`src/rtl/address_unit.sv`:
```
// Registered 6502 address generation unit with a one-cycle page-cross fix-up state machine.
// Optional feature macro: INDIRECT_PAGE_WRAP_EN (IND1 wraps in-page like NMOS JMP ($xxFF)).
module address_unit #(
    parameter logic [7:0]  STACK_PAGE = 8'h03,
    parameter logic [15:0] RESET_ADDR = 16'hFFFC
) (
    input  logic        clk,
    input  logic        reset,
    input  logic        addr_en,
    input  logic [3:0]  address_select,
    input  logic        force_fix,
    input  logic [7:0]  index,
    input  logic [7:0]  pcl,
    input  logic [7:0]  pch,
    input  logic [7:0]  sp,
    input  logic [7:0]  dirl,
    input  logic [7:0]  dirh,
    input  logic [7:0]  indirl,
    input  logic [7:0]  indirh,
    output logic [15:0] address,
    output logic        busy,
    output logic        page_cross
);

    typedef enum logic [0:0] {
        IDLE = 1'b0,
        FIX  = 1'b1
    } state_t;

    localparam logic [3:0] SEL_PC      = 4'd0;
    localparam logic [3:0] SEL_ZP      = 4'd1;
    localparam logic [3:0] SEL_ABS     = 4'd2;
    localparam logic [3:0] SEL_ZPPTR_L = 4'd3;
    localparam logic [3:0] SEL_ZPPTR_H = 4'd4;
    localparam logic [3:0] SEL_IND     = 4'd5;
    localparam logic [3:0] SEL_IND1    = 4'd6;
    localparam logic [3:0] SEL_STACK   = 4'd7;
    localparam logic [3:0] SEL_ZP_IDX  = 4'd8;
    localparam logic [3:0] SEL_ABS_IDX = 4'd9;
    localparam logic [3:0] SEL_IND_IDX = 4'd10;

    state_t      state_q, state_d;
    logic [15:0] address_q, address_d;
    logic        page_cross_q, page_cross_d;
    logic [7:0]  fix_high_q, fix_high_d;

    logic [7:0]  base_lo_s;
    logic [7:0]  base_hi_s;
    logic [8:0]  idx_sum_s;
    logic [15:0] ind1_s;

    // Indexed base selection and the 9-bit low-byte add shared by modes 9 and 10.
    always_comb begin
        base_lo_s = dirl;
        base_hi_s = dirh;
        if (address_select == SEL_IND_IDX) begin
            base_lo_s = indirl;
            base_hi_s = indirh;
        end else begin
            base_lo_s = dirl;
            base_hi_s = dirh;
        end
        idx_sum_s = {1'b0, base_lo_s} + {1'b0, index};
    end

    // Pointer+1 for the second byte of an indirect vector.
    always_comb begin
`ifdef INDIRECT_PAGE_WRAP_EN
        ind1_s = {indirh, indirl + 8'd1};
`else
        ind1_s = {indirh, indirl} + 16'd1;
`endif
    end

    // Next-state, next-address and flag logic for the IDLE/FIX machine.
    always_comb begin
        state_d      = state_q;
        address_d    = address_q;
        page_cross_d = page_cross_q;
        fix_high_d   = fix_high_q;
        case (state_q)
            IDLE: begin
                if (addr_en) begin
                    page_cross_d = 1'b0;
                    case (address_select)
                        SEL_PC:      address_d = {pch, pcl};
                        SEL_ZP:      address_d = {8'h00, dirl};
                        SEL_ABS:     address_d = {dirh, dirl};
                        SEL_ZPPTR_L: address_d = {8'h00, indirl};
                        SEL_ZPPTR_H: address_d = {8'h00, indirl + 8'd1};
                        SEL_IND:     address_d = {indirh, indirl};
                        SEL_IND1:    address_d = ind1_s;
                        SEL_STACK:   address_d = {STACK_PAGE, sp};
                        SEL_ZP_IDX:  address_d = {8'h00, dirl + index};
                        SEL_ABS_IDX, SEL_IND_IDX: begin
                            // Present the uncorrected dummy address first; the carry lands next cycle.
                            address_d    = {base_hi_s, idx_sum_s[7:0]};
                            page_cross_d = idx_sum_s[8];
                            fix_high_d   = base_hi_s + {7'd0, idx_sum_s[8]};
                            if (idx_sum_s[8] || force_fix) begin
                                state_d = FIX;
                            end else begin
                                state_d = IDLE;
                            end
                        end
                        default: begin
                            address_d    = address_q;
                            page_cross_d = page_cross_q;
                        end
                    endcase
                end else begin
                    state_d = IDLE;
                end
            end
            FIX: begin
                address_d = {fix_high_q, address_q[7:0]};
                state_d   = IDLE;
            end
            default: begin
                state_d = IDLE;
            end
        endcase
    end

    // State and output registers; reset abandons any pending fix-up.
    always_ff @(posedge clk or posedge reset) begin
        if (reset) begin
            state_q      <= IDLE;
            address_q    <= RESET_ADDR;
            page_cross_q <= 1'b0;
            fix_high_q   <= 8'h00;
        end else begin
            state_q      <= state_d;
            address_q    <= address_d;
            page_cross_q <= page_cross_d;
            fix_high_q   <= fix_high_d;
        end
    end

    assign address    = address_q;
    assign busy       = (state_q == FIX);
    assign page_cross = page_cross_q;

endmodule

```
`config.mk`:
```
export PLATFORM = sky130hd
export DESIGN_NAME = address_unit
export DESIGN_NICKNAME = d
export VERILOG_FILES = /design/src/rtl/address_unit.sv
export SDC_FILE = /design/constraint.sdc
export NUM_CORES = 1
export LEC_CHECK = 0
export CAP_MARGIN = 0
export CORE_MARGIN = 3
export CORE_UTILIZATION = 30
export CTS_BUF_LIST = sky130_fd_sc_hd__clkbuf_4 sky130_fd_sc_hd__clkbuf_8
export CTS_CLUSTER_SIZE = 25
export DETAILED_ROUTE_END_ITERATION = 10
export GPL_ROUTABILITY_DRIVEN = 0
export SLEW_MARGIN = 20
export SYNTH_ARGS = -nofsm -noshare
export SYNTH_HDL_FRONTEND = slang
export SYNTH_SLANG_ARGS = --single-unit
```
`constraint.sdc`:
```
create_clock -name clk -period 1.8 [get_ports clk]
set_clock_uncertainty 0.05 [all_clocks]
set_input_delay 0.36 -clock clk [delete_from_list [all_inputs] [get_ports clk]]
set_output_delay 0.36 -clock clk [all_outputs]
set_load 0.02 [all_outputs]
```
Word level (Yosys, flattened, before mapping) --
Index checks and enable logic that the tools add are counted.
Storage, ports and cells: register bits after elaboration 26, latch bits 0, bits in writable memories 0, ROM bits 0, output and inout bits 18, logic and storage cells 42, memories kept 0
Operators by class: $add $sub $neg 5, multipliers 0, divide/modulo/power cells 0, magnitude comparators 0, equality and inequality tests 12, shifts and indexed selects 0, muxes and demuxes 10, bitwise operators 1, reductions and logical operators 9
Operator list (count):
- $pmux W16 S10 | 1
- $pmux W16 S2 | 1
- $add A16 B1 Y16 const B | 1
- $eq A4 B3 Y1 const B | 4
- $mux W16 | 1
- $mux W8 | 2
- $eq A4 B4 Y1 const B | 3
- $ne A11 B1 Y1 const B | 1
- $add A8 B8 Y9 | 1
- $reduce_and A3 Y1 | 3
- $reduce_or A9 Y1 | 1
- $add A8 B1 Y8 | 1
- $add A8 B1 Y8 const B | 1
- $add A8 B8 Y8 | 1
- $eq A4 B2 Y1 const B | 2
- $eq A4 B1 Y1 const B | 1
- $logic_not A4 Y1 | 1
- $pmux W1 S2 | 2
- $mux W1 | 3
- $ne A2 B2 Y1 const B | 1
- $reduce_and A2 Y1 | 1
- $reduce_bool A2 Y1 | 1
- $reduce_or A2 Y1 | 1
- $logic_or A1 B1 Y1 | 1
- $not A1 Y1 | 1

Longest topological paths before layout --
Gate-level depths: netlist of run 1.
word-level depth 8, depth in mapped cells 18, mapped depth without buffers 14

Least setup slack after synthesis of run 1 --
OpenSTA, ideal clock, no wires.
path kind input to register, from input port address_select[1], to register fix_high_q[1], library setup time 0.125 ns, arrival 3.605 ns, path slack -1.980 ns, stages 16, path buffers 4, path through buf_2 > and4bb_1 > buf_2 > buf_2 > buf_2 > mux2_2 > ha_1 > fa_1 > nand3_1 > nand2_1 > a31oi_1 > o21ai_0 > a21o_1 > ha_1 > ha_1 > mux2_2
Between the ends: word-level cells in the longest chain between the ends 4
RTL lines:
- start: declaration | RTL line 10 | input logic [3:0] address_select,
- $eq A4 B4 Y1 | RTL line 56, 85
- $mux W8 | RTL line 56 | if (address_select == SEL_IND_IDX) begin
- $add A8 B8 Y9 | RTL line 63 | idx_sum_s = {1'b0, base_lo_s} + {1'b0, index};
- $add A8 B1 Y8 | RTL line 99 | fix_high_d = base_hi_s + {7'd0, idx_sum_s[8]};
- end signal: assignment | RTL line 136 | fix_high_q <= fix_high_d;
- end: declaration | RTL line 45 | logic [7:0] fix_high_q, fix_high_d;
Parallel ways exist; a longest one is shown, timed or not. A chain may end at the register's enable or synchronous reset.

Worst setup path in the final report of run 1 --
from input port address_select[2], to register fix_high_q[1]
Same word-level chain as after synthesis.

==> results of run 1 <==
[layer usage]
metal / GRT usage (%) / share of wire [%] / vias up / wire, µm
met5: 0 / 0 / - / 0
met4: 4.647 / 1.8 / 0 / 223
met3: 1.186 / 4.5 / 16 / 572
met2: 32.86 / 49 / 122 / 6171
met1: 26.36 / 45 / 1965 / 5721
li1: - / - / 2048 / -
[where the power goes]
part / internal (mW) / switching (mW) / total (mW)
registers: 0.747 / 0.0688 / 0.816
clock network: 0.298 / 0.189 / 0.487
logic: 0.796 / 0.745 / 1.54
total: 1.84 / 1.00 / 2.84
[worst reg2reg max path, cell delays in order (launching register included)]
cell,delay (ps)
dfrtp_1,380
nor2b_1,150
nand2_1,110
a2111oi_0,570
buf_4,220
a31oi_1,80
[cell usage in the layout (no fill, tap or decap), types with 7 or more instances in the layout]
master and instances:
nand3_1 13, o21ai_0 41, xnor2_1 14, dlygate4sd2_1 17, dfrtp_1 12, nand2_1 45, nor2_1 20, ha_1 13
mux2_2 7, buf_6 13, dfstp_2 14, a22oi_1 14, inv_1 12, a21oi_1 33, o21ai_1 16, buf_4 121
clkdlybuf4s50_1 57, ha_4 7, xor2_1 14, mux2i_1 16
[cells by family (layout without fill, tap and decap cells)]
| family | Yosys count | count (layout) | synth area share [%] |
|---|---|---|---|
| flops | 26 | 26 | 19.58 |
| mux | 28 | 28 | 8.654 |
| fa+ha+maj | 23 | 23 | 8.801 |
| simple gates | 133 | 133 | 19.80 |
| buf+inv | 48 | 240 | 6.307 |
| xor+xnor | 30 | 30 | 7.701 |
| compound gates | 160 | 160 | 29.15 |
[flip-flops by register name, indices dropped and copies added, names as in the netlist]
signal	count
address	16
fix_high_q	8
busy	1
page_cross	1
[cell type report]
cell class                      count  area, µm²
Timing Repair Buffer              223       1914
Clock inverter                      1      30.03
Multi-Input combinational cell    374       2825
Tap cell                          140      175.2
Clock buffer                        3      41.29
Inverter                           13      48.80
Fill cell                        1086       5280
Sequential cell                    26      668.1
[metrics by stage]
stage	utilization (%)	setup WS, ps
final	51.93	-945.5
after CTS	50.52	-965.9
after detailed placement	48.37	-1701
after floorplan	-	-1496
after global placement	48.37	-1639
after global routing	51.93	-1036
[timing repair]
item,CTS,global route
resized for setup,78,45
endpoints found under the setup margin,41,26
buffers inserted,6,6
pin swaps,24,19
[path summary, 6_finish.rpt]
check / endpoint / start
setup reg to reg: address[5]$_DFFE_PP1P_ / busy$_DFF_PP0_
setup / recovery: fix_high_q[1]$_DFFE_PP0P_ / address_select[2]
max in group asynchronous: address[2]$_DFFE_PP1P_ / reset
min in group clk: address[2]$_DFFE_PP1P_ / address[2]$_DFFE_PP1P_
hold reg to reg: address[2]$_DFFE_PP1P_ / address[2]$_DFFE_PP1P_
hold / removal: fix_high_q[6]$_DFFE_PP0P_ / reset
==> results by group, run 1 <==
STA
  – RSZ-0062 raised after global routing: true
  – Max-slew violation count: 0
  – Tmin final: approximately 2700 ps
  – Crit share post-route: 152.5%
  – Slew headroom: roughly three fifths
  – Final Hold Fails: 0
  – # setup viols final: 18
  – Final WS setup: -945.5 ps
  – WHS: approximately 400 ps
  – Setup TNS: -12800 ps
  – Worst Max-Slew Pin Slew: 611.3 ps
  – Max Fclk: about 360 MHz

Worst setup path
  – Worst reg2reg setup slack: 170 ps
  – Critical Path Fanout Max: 3
  – Most used cell, CP: ha_4
  – Worst path depth: 13
  – R2R depth: 5
  – Crit path launch type: input port
  – CP required: around 1900 ps
  – CP max stage cell: fa_2
  – Critical Path, Cell by Cell: buf_6, and4bb_2, mux2_4, ha_4, fa_2, nand3_2, nand2_2, a31oi_4, o21ai_2, a21o_1, ha_4, ha_4, mux2_4
  – Crit path DAT: around 2900 ps
  – Crit end category: flip-flop
  – WS Path Type: input port to flip-flop
  – Worst Path Buf+Inv: 1
  – Largest delay contributor family on the critical path: adder cells
  – Crit path largest cell delay: between 300 and 400 ps

Synthesis
  – Ys async rst share: 100.0%
  – Synth Net Count: approximately 540
  – Seq cells post-synth: 26
  – Synthesis Warnings: 0
  – Yosys top cell by area: dfstp_2
  – Top-count cell post-synth: o21ai_0
  – Sequential cell area fraction in the yosys report: 19.58%
  – Top cells by area, synth: dfstp_2 (11%), dfrtp_1 (8.8%), o21ai_0 (7.9%)
  – Top-area cell type share of the netlist area: between 10% and 20%
  – EDFF count, synth: 0
  – Syn_area_per_cell: roughly 7.6 µm²
  – Synth Instances: around 450
  – Mapped Area: between 3000 and 4000 µm²
  – Synth cell types: 66
  – Synth cell count leaders: o21ai_0 (54), nand2_1 (50), a21oi_1 (37), nor2_1 (22), ha_1 (20)
  – Predominant post-synthesis flop cell: dfstp_2

Finish
  – Nets: 735
  – N_diodes: 0
  – Layout area overhead: 67.14%
  – Final Non-Filler Cells: 780
  – Fin area: 5703 µm²
  – Share of layout cells above drive strength 1: between 30% and 40%

Die
  – Die Height: 112.6 µm
  – Die W: ~110 µm
  – Initial Util: 31.07%
  – # rows: 38
  – Core area: approximately 11000 µm²
  – I/O Pins: 90
  – DIE AREA: 12690 µm²

Run
  – Max cap viols: 0

Pwr
  – Leak: between 2 and 2.5 nW
  – Maximum VDD drop: ~0.46 mV
  – P per Cell Area: 498.6 nW/µm²
  – Overall Power: ~2.8 mW

Global route
  – Initial antenna violation count: 0
  – Total grt overflow: 0
  – Number of global-route vias before repair: slightly above 4000
  – Largest net degree at the start of global routing: between 50 and 60
  – First-pass GRT wire length: slightly above 20000 µm
  – Gr usage total: between 10% and 20%

Clock network
  – H-tree depth reported by CTS: 1
  – Largest buffer count on any clock path: 2
  – Worst-path clk slew: 90 ps
  – Clock Latency Late Sink: 270 ps
  – Total CTS buffers: 3
  – CTS tree: built
  – Hold bufs inserted after CTS: 0
  – Sink Count: 26
  – CTS Root Cell: clkbuf_8

Place
  – I/O Buffers: 89
  – Placed inst area: about 5300 µm²
  – DP Cell Count: 764
  – DP HPWL: approximately 10000 µm

Route
  – Via Count: a little over 4000
  – Vias/cell: 5.322
  – Detailed Routing Iterations Pass 1: 5
  – Post-DR wirelength/cell: 16.27 µm
  – Final WL: approximately 13000 µm
  – Drt initial violations: 304
  – Antenna viol nets, final: 0
  – # DRC: 0

Run status
  – Status: complete, but fails checks
  – Failing checks: negative setup slack

Min path
  – Hold Path Class: input port to asynchronous set/reset pin
Power figures use the tool's default switching activity.
==> run 2, diff against run 1 <==
--- a/config.mk
+++ b/config.mk
@@ -12,6 +12,7 @@
 export CTS_CLUSTER_SIZE = 25
 export DETAILED_ROUTE_END_ITERATION = 10
 export GPL_ROUTABILITY_DRIVEN = 0
+export GPL_TIMING_DRIVEN = 0
 export SLEW_MARGIN = 20
 export SYNTH_ARGS = -nofsm -noshare
 export SYNTH_HDL_FRONTEND = slang
==> run 2 against run 1 <==
- the flow still finishes with violations (negative setup slack)
- hold slack gained 13 ps
- worst setup slack lost 310 ps
- die area is the same
- critical path depth grew 2
- maximum frequency shrank 10%
- design area shrank 13%
- critical path type unchanged
- largest cell class unchanged
- largest power group unchanged
==> results by group, run 2 (synthesis results as in run 1) <==
Worst setup path
  – CP max stage cell: and4bb_2 (was fa_2)
  – Crit path largest cell delay: 350 ps (was 340 ps)
  – Most used cell, CP: ha_4 (unchanged)
  – CP required: 1910 ps (was 1920 ps)
  – Critical Path, Cell by Cell: buf_8, and4bb_2, buf_12, buf_12, mux2_4, ha_4, fa_2, nand3_2, nand2_4, a31oi_4, o21ai_2, a21o_1, ha_4, ha_4, mux2_4 (was buf_6, and4bb_2, mux2_4, ha_4, fa_2, nand3_2, nand2_2, a31oi_4, o21ai_2, a21o_1, ha_4, ha_4, mux2_4)
  – Crit end category: flip-flop (unchanged)
  – Crit path DAT: 3170 ps (was 2870 ps)
  – Crit path launch type: input port (unchanged)
  – Critical Path Fanout Max: 3 (unchanged)
  – WS Path Type: input port to flip-flop (unchanged)

Clock network
  – Largest buffer count on any clock path: 2 (unchanged)
  – Worst-path clk slew: 90 ps (about the same)
  – CTS Root Cell: clkbuf_8 (unchanged)
  – Hold bufs inserted after CTS: 0 (unchanged)
  – Sink Count: 26 (unchanged)
  – CTS tree: built (unchanged)
  – Clock Latency Late Sink: 270 ps (about the same)
  – Total CTS buffers: 3 (unchanged)
  – H-tree depth reported by CTS: 1 (unchanged)

STA
  – Final WS setup: -1258 ps (was -945.5 ps)
  – # setup viols final: 18 (unchanged)
  – Max-slew violation count: 0 (unchanged)
  – Worst Max-Slew Pin Slew: 957.5 ps (was 611.3 ps)
  – Final Hold Fails: 0 (unchanged)
  – RSZ-0062 raised after global routing: true (unchanged)
  – Setup TNS: -18120 ps (was -12800 ps)
  – Slew headroom: 36.10% (was 58.19%)
  – WHS: 406.1 ps (was 393.4 ps)
  – Crit share post-route: 169.9% (was 152.5%)
  – Tmin final: 3058 ps (was 2746 ps)
  – Max Fclk: 327.0 MHz (was 364.2 MHz)

Global route
  – Gr usage total: 19.16% (was 19.18%)
  – Largest net degree at the start of global routing: 27 (was 53)
  – First-pass GRT wire length: 19860 µm (was 20200 µm)
  – Number of global-route vias before repair: 3672 (was 4085)
  – Total grt overflow: 0 (unchanged)
  – Initial antenna violation count: 0 (unchanged)

Route
  – Post-DR wirelength/cell: 18.42 µm (was 16.27 µm)
  – Antenna viol nets, final: 0 (unchanged)
  – Detailed Routing Iterations Pass 1: 5 (unchanged)
  – Vias/cell: 5.643 (was 5.322)
  – Final WL: 12860 µm (was 12690 µm)
  – Drt initial violations: 355 (was 304)
  – # DRC: 0 (unchanged)
  – Via Count: 3939 (was 4151)

Finish
  – Layout area overhead: 46.02% (was 67.14%)
  – Nets: 653 (was 735)
  – Sequential cell area: 668.1 µm² (unchanged)
  – Leading cell type in the layout, fill and taps excluded: clkdlybuf4s50_1 (was buf_4)
  – Most frequent cells in the layout: clkdlybuf4s50_1 (57), nand2_1 (45), o21ai_0 (38) (was buf_4 (121), clkdlybuf4s50_1 (57), nand2_1 (45))
  – Share of layout cells above drive strength 1: 24.19% (was 34.38%)
  – Max FFs per register: 16 (unchanged)
  – Area of the multi-input gates: 2788 µm² (was 2825 µm²)
  – N_diodes: 0 (unchanged)
  – Filler cells: 1083 (was 1086)

Place
  – DP HPWL: 9952 µm (was 10090 µm)
  – I/O Buffers: 81 (was 89)

Run status
  – Failing checks: negative setup slack (unchanged)
  – Status: complete, but fails checks (unchanged)

Die
  – Die W: 112.6 µm (unchanged)
  – Initial Util: 31.07% (unchanged)
  – I/O Pins: 90 (unchanged)
  – DIE AREA: 12690 µm² (unchanged)
  – # rows: 38 (unchanged)
  – Core area: 10980 µm² (unchanged)
  – Die Height: 112.6 µm (unchanged)

Run
  – Max cap viols: 0 (unchanged)

Pwr
  – Net Sw Frac: 38.07% (was 35.26%)
  – P per Cell Area: 511.7 nW/µm² (was 498.6 nW/µm²)
  – Leak: 1.956 nW (was 2.470 nW)
  – Clk pwr share: 13.8% (was 17.1%)
  – Maximum VDD drop: 0.3951 mV (was 0.4557 mV)
  – Sw Pwr: 970.7 µW (was 1.003 mW)
  – Int Power: 1.579 mW (was 1.841 mW)
  – Flop pwr share: 31.9% (was 28.7%)
  – Gate power share: 54.3% (was 54.2%)

Min path
  – Hold Path Class: input port to flip-flop (was input port to asynchronous set/reset pin)
-- run 2: cell types whose count changed in the layout (fill, tap and decap cells not counted), moves of 4 or more --
cell	change
buf_4	-102
buf_2	+8
clkbuf_1	+7
dlymetal6s2s_1	-4
-- run 2: final cells by class --
type                    count  share of cell area (%)
inverters                  13                  0.9794
plain buffers              34                   4.646
flip-flops and latches     26                   13.41
multi-input cells         374                   55.95
well taps                 140                   3.516
repair buffers            107                   20.52
clock buffers               4                  0.9794
-- run 2: critical path: cells and delay by family --
kind            cells  cell delay [ps]
compound gates      3              460
fa+ha+maj           4              940
buf+inv             3              330
mux                 2              560
simple gates        3              500
-- run 2: repair_timing --
action,4_1_cts,5_1_grt
resized for setup,75,48
pin swaps,18,10
buffers inserted,21,7
setup endpoints to repair,40,26
-- run 2: final timing paths --
| check | from | end | slack [ps] | depth (start not counted) |
|---|---|---|---|---|
| max | address_select[0] | fix_high_q[1]$_DFFE_PP0P_ | -1260 | 15 |
| min | address_select[1] | address[5]$_DFFE_PP1P_ | 410 | 4 |
| max reg2reg | busy$_DFF_PP0_ | address[5]$_DFFE_PP1P_ | -290 | 6 |
| min reg2reg | address[6]$_DFFE_PP1P_ | address[6]$_DFFE_PP1P_ | 420 | 2 |
| max in group asynchronous | reset | fix_high_q[2]$_DFFE_PP0P_ | 560 | 2 |
| min in group asynchronous | reset | address[1]$_DFFE_PP0P_ | 570 | 2 |
-- run 2: through the flow --
stage / power (mW) / utilization, % / std cells / cell area (µm²) / worst slack, ps
after global routing: 2.694 / 45.36 / 698 / 4982 / -1345
after CTS: 2.483 / 44.19 / 694 / 4853 / -1255
final: 2.550 / 45.36 / 698 / 4982 / -1258
after floorplan: 1.553 / - / 448 / 3536 / -1496
after global placement: 2.054 / 41.17 / 669 / 4522 / -2369
after detailed placement: 2.078 / 41.17 / 669 / 4522 / -2378
-- run 2: routing by layer --
layer / track usage (%) / share of wire (%) / wire [µm] / vias to the layer above
met5: 0 / 0 / 0 / -
met4: 3.526 / 0.97 / 125 / 0
met3: 2.480 / 7.8 / 1004 / 11
met2: 31.67 / 48 / 6111 / 186
met1: 26.97 / 44 / 5619 / 1867
li1: - / - / - / 1875
-- run 2: power groups by stage --
stage	Sequential [mW]	Clock (mW)	Combinational, mW
5_1_grt	0.830	0.376	1.49
4_1_cts	0.814	0.356	1.31
2_1_floorplan	0.904	0	0.649
6_report	0.813	0.351	1.38
3_3_place_gp	0.825	0	1.23
3_5_place_dp	0.827	0	1.25
